[config.mk]
export PLATFORM = sky130hd
export DESIGN_NAME = hazard_ctrl_flat
export DESIGN_NICKNAME = d
export VERILOG_FILES = /design/src/rtl/hazard_ctrl_if.sv /design/src/rtl/hazard_ctrl.sv /design/src/flat_wrapper.sv
export SDC_FILE = /design/constraint.sdc
export NUM_CORES = 1
export LEC_CHECK = 0
export CORE_MARGIN = 1.5
export CORE_UTILIZATION = 40
export CTS_CLUSTER_SIZE = 10
export DETAILED_ROUTE_END_ITERATION = 10
export GPL_ROUTABILITY_DRIVEN = 0
export PLACE_DENSITY = 0.77
export SYNTH_ARGS = -nofsm -noshare
export SYNTH_HDL_FRONTEND = slang
export SYNTH_SLANG_ARGS = --single-unit
[constraint.sdc]
create_clock -name clk_i -period 3.2 [get_ports clk_i]
set_clock_uncertainty 0.1 [all_clocks]
set_input_delay 0.48 -clock clk_i [delete_from_list [all_inputs] [get_ports clk_i]]
set_output_delay 0.48 -clock clk_i [all_outputs]
set_load 0.05 [all_outputs]
[src/rtl/hazard_ctrl_if.sv]
// Signal bundle between the pipeline datapath and the hazard controller.
// master = datapath side (drives stage info), slave = the hazard controller.
interface hazard_ctrl_if #(
  parameter int REGISTER_ADDRESS_WIDTH = 5,
  parameter int PERF_WIDTH             = 16
);
  logic [REGISTER_ADDRESS_WIDTH-1:0] Rs1D_i;
  logic [REGISTER_ADDRESS_WIDTH-1:0] Rs2D_i;
  logic [REGISTER_ADDRESS_WIDTH-1:0] Rs1E_i;
  logic [REGISTER_ADDRESS_WIDTH-1:0] Rs2E_i;
  logic [REGISTER_ADDRESS_WIDTH-1:0] RdE_i;
  logic [1:0]                        ResultSrcE_i;
  logic                              PCSrcE_i;
  logic [REGISTER_ADDRESS_WIDTH-1:0] RdM_i;
  logic                              RegWriteM_i;
  logic [REGISTER_ADDRESS_WIDTH-1:0] RdW_i;
  logic                              RegWriteW_i;
  logic                              MemReqM_i;
  logic                              MemHitM_i;

  logic                              EnF_o;
  logic                              EnD_o;
  logic                              EnE_o;
  logic                              EnM_o;
  logic                              EnW_o;
  logic                              ClrD_o;
  logic                              ClrE_o;
  logic                              ClrM_o;
  logic [1:0]                        ForwardAE_o;
  logic [1:0]                        ForwardBE_o;
  logic                              MemReadyM_o;
  logic                              MissBusy_o;
  logic [PERF_WIDTH-1:0]             StallCount_o;
  logic [1:0]                        FsmStateDbg_o;

  modport master (
    output Rs1D_i, Rs2D_i, Rs1E_i, Rs2E_i, RdE_i, ResultSrcE_i, PCSrcE_i,
           RdM_i, RegWriteM_i, RdW_i, RegWriteW_i, MemReqM_i, MemHitM_i,
    input  EnF_o, EnD_o, EnE_o, EnM_o, EnW_o, ClrD_o, ClrE_o, ClrM_o,
           ForwardAE_o, ForwardBE_o, MemReadyM_o, MissBusy_o, StallCount_o,
           FsmStateDbg_o
  );

  modport slave (
    input  Rs1D_i, Rs2D_i, Rs1E_i, Rs2E_i, RdE_i, ResultSrcE_i, PCSrcE_i,
           RdM_i, RegWriteM_i, RdW_i, RegWriteW_i, MemReqM_i, MemHitM_i,
    output EnF_o, EnD_o, EnE_o, EnM_o, EnW_o, ClrD_o, ClrE_o, ClrM_o,
           ForwardAE_o, ForwardBE_o, MemReadyM_o, MissBusy_o, StallCount_o,
           FsmStateDbg_o
  );
endinterface

[src/rtl/hazard_ctrl.sv]
// Pipeline hazard controller: load-use stall, branch flush, EX forwarding,
// fixed-penalty data-miss freeze FSM and a saturating frozen-cycle counter.
module hazard_ctrl #(
  parameter int REGISTER_ADDRESS_WIDTH = 5,
  parameter int MISS_PENALTY           = 4,
  parameter int CNT_WIDTH              = 3,
  parameter int PERF_WIDTH             = 16
) (
  input  logic          clk_i,
  input  logic          rst_i,
  hazard_ctrl_if.slave  hz
);

  typedef enum logic [1:0] {
    S_IDLE   = 2'd0,
    S_MISS   = 2'd1,
    S_RESUME = 2'd2
  } state_e;

  localparam logic [CNT_WIDTH-1:0] MISS_LOAD = CNT_WIDTH'(MISS_PENALTY - 1);

  state_e                 state_q, state_d;
  logic [CNT_WIDTH-1:0]   cnt_q, cnt_d;
  logic [PERF_WIDTH-1:0]  stall_q, stall_d;

  logic                   lw_stall;
  logic                   frozen;
  logic                   en_fd;

  function automatic logic [1:0] fwd_sel(
    input logic [REGISTER_ADDRESS_WIDTH-1:0] rs,
    input logic [REGISTER_ADDRESS_WIDTH-1:0] rd_m,
    input logic                              we_m,
    input logic [REGISTER_ADDRESS_WIDTH-1:0] rd_w,
    input logic                              we_w
  );
    logic [1:0] sel;
    sel = 2'b00;
    if (we_m && (rd_m != '0) && (rd_m == rs)) begin
      sel = 2'b10;
    end else if (we_w && (rd_w != '0) && (rd_w == rs)) begin
      sel = 2'b01;
    end
    return sel;
  endfunction

  always_comb begin
    lw_stall = (hz.ResultSrcE_i == 2'b01) && (hz.RdE_i != '0) &&
               ((hz.RdE_i == hz.Rs1D_i) || (hz.RdE_i == hz.Rs2D_i));
    frozen   = (state_q == S_MISS);
    en_fd    = !rst_i && !frozen && !lw_stall;
  end

  // Next state, miss countdown and frozen-cycle counter
  always_comb begin
    state_d = state_q;
    cnt_d   = cnt_q;
    stall_d = stall_q;
    case (state_q)
      S_IDLE: begin
        if (hz.MemReqM_i && !hz.MemHitM_i) begin
          state_d = S_MISS;
          cnt_d   = MISS_LOAD;
        end
      end
      S_MISS: begin
        if (cnt_q == '0) begin
          state_d = S_RESUME;
        end else begin
          cnt_d = cnt_q - 1'b1;
        end
      end
      S_RESUME: state_d = S_IDLE;
      default:  state_d = S_IDLE;
    endcase
    if (!en_fd && (stall_q != '1)) begin
      stall_d = stall_q + 1'b1;
    end
  end

  always_ff @(posedge clk_i or posedge rst_i) begin
    if (rst_i) begin
      state_q <= S_IDLE;
      cnt_q   <= '0;
      stall_q <= '0;
    end else begin
      state_q <= state_d;
      cnt_q   <= cnt_d;
      stall_q <= stall_d;
    end
  end

  // Reset overrides everything so pipeline registers clear on each clock
  always_comb begin
    hz.EnF_o       = 1'b0;
    hz.EnD_o       = 1'b0;
    hz.EnE_o       = 1'b0;
    hz.EnM_o       = 1'b0;
    hz.EnW_o       = 1'b0;
    hz.ClrD_o      = 1'b1;
    hz.ClrE_o      = 1'b1;
    hz.ClrM_o      = 1'b1;
    hz.ForwardAE_o = 2'b00;
    hz.ForwardBE_o = 2'b00;
    hz.MemReadyM_o = 1'b0;
    hz.MissBusy_o  = 1'b0;
    if (!rst_i) begin
      hz.EnF_o       = en_fd;
      hz.EnD_o       = en_fd;
      hz.EnE_o       = !frozen;
      hz.EnM_o       = !frozen;
      hz.EnW_o       = !frozen;
      hz.ClrD_o      = !frozen && hz.PCSrcE_i;
      hz.ClrE_o      = !frozen && (lw_stall || hz.PCSrcE_i);
      hz.ClrM_o      = 1'b0;
      hz.ForwardAE_o = fwd_sel(hz.Rs1E_i, hz.RdM_i, hz.RegWriteM_i,
                               hz.RdW_i, hz.RegWriteW_i);
      hz.ForwardBE_o = fwd_sel(hz.Rs2E_i, hz.RdM_i, hz.RegWriteM_i,
                               hz.RdW_i, hz.RegWriteW_i);
      hz.MissBusy_o  = frozen;
      case (state_q)
        S_IDLE:   hz.MemReadyM_o = hz.MemReqM_i && hz.MemHitM_i;
        S_RESUME: hz.MemReadyM_o = 1'b1;
        default:  hz.MemReadyM_o = 1'b0;
      endcase
    end
  end

  assign hz.StallCount_o  = stall_q;
  assign hz.FsmStateDbg_o = state_q;

endmodule

[src/flat_wrapper.sv]
// flat-port wrapper written by rule: the top's interface ports become plain ports
module hazard_ctrl_flat 
#(
  parameter int REGISTER_ADDRESS_WIDTH = 5,
  parameter int MISS_PENALTY           = 4,
  parameter int CNT_WIDTH              = 3,
  parameter int PERF_WIDTH             = 16
)
  (clk_i, rst_i, hz_Rs1D_i, hz_Rs2D_i, hz_Rs1E_i, hz_Rs2E_i, hz_RdE_i, hz_ResultSrcE_i, hz_PCSrcE_i, hz_RdM_i, hz_RegWriteM_i, hz_RdW_i, hz_RegWriteW_i, hz_MemReqM_i, hz_MemHitM_i, hz_EnF_o, hz_EnD_o, hz_EnE_o, hz_EnM_o, hz_EnW_o, hz_ClrD_o, hz_ClrE_o, hz_ClrM_o, hz_ForwardAE_o, hz_ForwardBE_o, hz_MemReadyM_o, hz_MissBusy_o, hz_StallCount_o, hz_FsmStateDbg_o);
  hazard_ctrl_if #(.REGISTER_ADDRESS_WIDTH(REGISTER_ADDRESS_WIDTH), .PERF_WIDTH(PERF_WIDTH)) hz_i ();
  input  logic clk_i;
  input  logic rst_i;
  input wire logic [$bits(hz_i.Rs1D_i)-1:0] hz_Rs1D_i;
  input wire logic [$bits(hz_i.Rs2D_i)-1:0] hz_Rs2D_i;
  input wire logic [$bits(hz_i.Rs1E_i)-1:0] hz_Rs1E_i;
  input wire logic [$bits(hz_i.Rs2E_i)-1:0] hz_Rs2E_i;
  input wire logic [$bits(hz_i.RdE_i)-1:0] hz_RdE_i;
  input wire logic [$bits(hz_i.ResultSrcE_i)-1:0] hz_ResultSrcE_i;
  input wire logic [$bits(hz_i.PCSrcE_i)-1:0] hz_PCSrcE_i;
  input wire logic [$bits(hz_i.RdM_i)-1:0] hz_RdM_i;
  input wire logic [$bits(hz_i.RegWriteM_i)-1:0] hz_RegWriteM_i;
  input wire logic [$bits(hz_i.RdW_i)-1:0] hz_RdW_i;
  input wire logic [$bits(hz_i.RegWriteW_i)-1:0] hz_RegWriteW_i;
  input wire logic [$bits(hz_i.MemReqM_i)-1:0] hz_MemReqM_i;
  input wire logic [$bits(hz_i.MemHitM_i)-1:0] hz_MemHitM_i;
  output wire logic [$bits(hz_i.EnF_o)-1:0] hz_EnF_o;
  output wire logic [$bits(hz_i.EnD_o)-1:0] hz_EnD_o;
  output wire logic [$bits(hz_i.EnE_o)-1:0] hz_EnE_o;
  output wire logic [$bits(hz_i.EnM_o)-1:0] hz_EnM_o;
  output wire logic [$bits(hz_i.EnW_o)-1:0] hz_EnW_o;
  output wire logic [$bits(hz_i.ClrD_o)-1:0] hz_ClrD_o;
  output wire logic [$bits(hz_i.ClrE_o)-1:0] hz_ClrE_o;
  output wire logic [$bits(hz_i.ClrM_o)-1:0] hz_ClrM_o;
  output wire logic [$bits(hz_i.ForwardAE_o)-1:0] hz_ForwardAE_o;
  output wire logic [$bits(hz_i.ForwardBE_o)-1:0] hz_ForwardBE_o;
  output wire logic [$bits(hz_i.MemReadyM_o)-1:0] hz_MemReadyM_o;
  output wire logic [$bits(hz_i.MissBusy_o)-1:0] hz_MissBusy_o;
  output wire logic [$bits(hz_i.StallCount_o)-1:0] hz_StallCount_o;
  output wire logic [$bits(hz_i.FsmStateDbg_o)-1:0] hz_FsmStateDbg_o;
  assign hz_i.Rs1D_i = hz_Rs1D_i;
  assign hz_i.Rs2D_i = hz_Rs2D_i;
  assign hz_i.Rs1E_i = hz_Rs1E_i;
  assign hz_i.Rs2E_i = hz_Rs2E_i;
  assign hz_i.RdE_i = hz_RdE_i;
  assign hz_i.ResultSrcE_i = hz_ResultSrcE_i;
  assign hz_i.PCSrcE_i = hz_PCSrcE_i;
  assign hz_i.RdM_i = hz_RdM_i;
  assign hz_i.RegWriteM_i = hz_RegWriteM_i;
  assign hz_i.RdW_i = hz_RdW_i;
  assign hz_i.RegWriteW_i = hz_RegWriteW_i;
  assign hz_i.MemReqM_i = hz_MemReqM_i;
  assign hz_i.MemHitM_i = hz_MemHitM_i;
  assign hz_EnF_o = hz_i.EnF_o;
  assign hz_EnD_o = hz_i.EnD_o;
  assign hz_EnE_o = hz_i.EnE_o;
  assign hz_EnM_o = hz_i.EnM_o;
  assign hz_EnW_o = hz_i.EnW_o;
  assign hz_ClrD_o = hz_i.ClrD_o;
  assign hz_ClrE_o = hz_i.ClrE_o;
  assign hz_ClrM_o = hz_i.ClrM_o;
  assign hz_ForwardAE_o = hz_i.ForwardAE_o;
  assign hz_ForwardBE_o = hz_i.ForwardBE_o;
  assign hz_MemReadyM_o = hz_i.MemReadyM_o;
  assign hz_MissBusy_o = hz_i.MissBusy_o;
  assign hz_StallCount_o = hz_i.StallCount_o;
  assign hz_FsmStateDbg_o = hz_i.FsmStateDbg_o;
  hazard_ctrl #(.REGISTER_ADDRESS_WIDTH(REGISTER_ADDRESS_WIDTH), .MISS_PENALTY(MISS_PENALTY), .CNT_WIDTH(CNT_WIDTH), .PERF_WIDTH(PERF_WIDTH)) u_core (.clk_i(clk_i), .rst_i(rst_i), .hz(hz_i));
endmodule
==> results of run 1 <==
[flip-flops by register name, summed over array words and instances, names as in the netlist]
name,flops
u_core.cnt_q,3
u_core.hz.StallCount_o,16
u_core.hz.FsmStateDbg_o,2
[path summary, 6_finish.rpt]
kind,slack (ps),startpoint,endpoint,cells after the start
setup / recovery,100,hz_RdM_i[0],hz_ForwardAE_o[0],6
min in group asynchronous,590,rst_i,u_core.hz.StallCount_o[8]$_DFFE_PP0P_,3
max in group asynchronous,2240,rst_i,u_core.hz.StallCount_o[5]$_DFFE_PP0P_,3
hold / removal,380,u_core.cnt_q[0]$_DFFE_PP0P_,u_core.cnt_q[0]$_DFFE_PP0P_,1
hold reg to reg,380,u_core.cnt_q[0]$_DFFE_PP0P_,u_core.cnt_q[0]$_DFFE_PP0P_,1
setup reg to reg,1120,u_core.hz.FsmStateDbg_o[1]$_DFFE_PP0P_,u_core.hz.StallCount_o[14]$_DFFE_PP0P_,6
[final cells by class]
| type | count | area, um2 | share of cell area |
|---|---|---|---|
| flip-flops and latches | 21 | 526 | 0.213 |
| inverters | 6 | 22.5 | 0.00911 |
| well taps | 48 | 60.1 | 0.0243 |
| multi-input cells | 131 | 983 | 0.398 |
| clock inverters | 1 | 5.00 | 0.00203 |
| repair buffers | 78 | 833 | 0.337 |
| clock buffers | 3 | 41.3 | 0.0167 |
[logic make-up (layout without fill, tap and decap cells)]
kind of cell / Yosys count / count (layout) / share of synthesized area
flops: 21 / 21 / 0.335
simple gates: 68 / 68 / 0.264
compound gates: 17 / 17 / 0.0821
buf+inv: 11 / 88 / 0.0463
fa+ha+maj: 3 / 3 / 0.0239
mux: 3 / 3 / 0.0255
xor+xnor: 40 / 40 / 0.223
[cells in the final DEF (no fill, tap or decap), drive strengths merged, types with 2 or more instances in the layout]
cell and n:
o21ai 3, nor2 13, mux2 2, clkbuf 3, nand2 9, dfrtp 21
xor2 26, nand4 4, a21oi 5, xnor2 14, nor4 6, o22a 2
inv 6, buf 14, nor3 10, nand3 7, and3 4, clkdlybuf4s50 64
ha 3, nor3b 4, or4 2, nand2b 2, and2 3
[through the flow]
step | worst slack [ps] | util | cell area [um2]
CTS | 96.0 | 0.665 | 2470
detailed placement | 101 | 0.653 | 2420
floorplan | 298 | - | 1580
finish | 105 | 0.665 | 2470
global route | 2.87 | 0.665 | 2470
global placement | 142 | 0.653 | 2420
[report_power, final]
part | switching (mW) | total [mW] | internal, mW
clock | 0.0916 | 0.179 | 0.0869
sequential | 0.0939 | 0.444 | 0.350
combinational | 0.603 | 1.02 | 0.412
[per-layer routing]
layer / vias to the layer above / global-route usage / routed length [um]
met5: - / 0 / 0
met4: 0 / 0.0703 / 62
met3: 5 / 0.0394 / 235
met2: 60 / 0.306 / 1730
met1: 669 / 0.213 / 1610
li1: 728 / - / -
==> impl_metrics.json, run 1 <==
{
  "path_clk_slew_ps": 70,
  "critPathKind": "input port to primary output",
  "start_util": 0.422,
  "cts_sinks": 21,
  "period_share": 0.967,
  "finalNonFillerCells": 288,
  "cts_hold_buffers": 0,
  "num_vias": 1462,
  "worstSetupStartpointType": "input port",
  "cp_slowest_cell": "or4_1",
  "end_kind": "primary output",
  "async_flop_share": 1.00,
  "ys_top_cells_by_area": "dfrtp_1 (33%), xor2_1 (15%), xnor2_1 (7.8%)",
  "synth_flop_cell": "dfrtp_1",
  "wire_per_inst_um": 12.6,
  "dp.cells": 284,
  "fin_nets": 288,
  "ant_nets": 0,
  "cts_resized": 0,
  "peakVddDrop_mv": 0.275,
  "period_minus_slack_ps": 3100,
  "grt_pass1_vias": 1395,
  "synth.distinct_cells": 40,
  "ys_ff_latch": 21,
  "cts_made_buffers": 3,
  "tns_ps": 0,
  "path_buf_inv": 2,
  "power.total_mw": 1.64,
  "hold_path.class": "register to register",
  "tritoncts": "done",
  "synthTopCellsByCount": "xor2_1 (26), dfrtp_1 (21), xnor2_1 (14), nor2_1 (12), nand2_1 (9)",
  "syn_inst": 163,
  "cap_violations": 0,
  "io-pin-count": 76,
  "syn2layout_area_growth_pct": 57.5,
  "synth_top_cell_area_share": 0.335,
  "drtIter0Drc": 69,
  "cp.required_ps": 2620,
  "yosys.area.top_type": "dfrtp_1",
  "final_max_slew_viol_count": 0,
  "timing.fmax_mhz": 323,
  "grt_max_degree": 18,
  "cp_top_family": "simple AND/OR/NAND/NOR gates",
  "dieHeight_um": 65.6,
  "post_cts_buffers": 0,
  "track_usage": 0.177,
  "drc": 0,
  "maxSlewHeadroom": 0.609,
  "clk_latency_ps": 270,
  "cts_buffer_depth": 2,
  "cts-root-buf": "clkbuf_8",
  "outcome": "finished clean",
  "grt_antenna_before_repair": 0,
  "htreeDepth": 1,
  "routed_wirelength_mm": 3.64,
  "die_w_um": 65.6,
  "fillers": 324,
  "overflow": 0,
  "worst_slew_pin_slew_ps": 584,
  "hpwl_mm": 3.01,
  "crit_arrival_ps": 2520,
  "setup_viol": 0,
  "p_leak_nw": 0.965,
  "ys_warn_count": 0,
  "synth_seq_area_share": 0.335,
  "synth.most_common_cell": "xor2_1",
  "crit_path_cell_trace": "clkdlybuf4s50_1 > or4_1 > o21ai_0 > nor3_1 > nor4_2 > buf_12",
  "hold_ws_ps": 377,
  "dieArea_um2": 4310,
  "avgSynthCellArea_um2": 9.63,
  "power.density_nw_per_um2": 663,
  "routed_via_density": 5.08,
  "synth_nets": 210,
  "core_um2": 3720,
  "critPathMaxFanout": 3,
  "grt_pass1_wl_mm": 6.01,
  "dr.pass1.iters": 4,
  "synth_edf_count": 0,
  "syn_area_um2": 1570,
  "port_buffers": 75,
  "rows": 22,
  "rsz0062_at_grt": "no",
  "diodes": 0,
  "hold_violations": 0,
  "slowest_delay_ps": 540,
  "drive_gt1_frac": 0.146
}
(Power assumes the default switching activity.)
==> inputs of run 2 (changes only) <==
ABC_AREA = 0   (was not set)
==> results of run 2 <==
Final layout, timing and power as in run 1 (identical DEF).
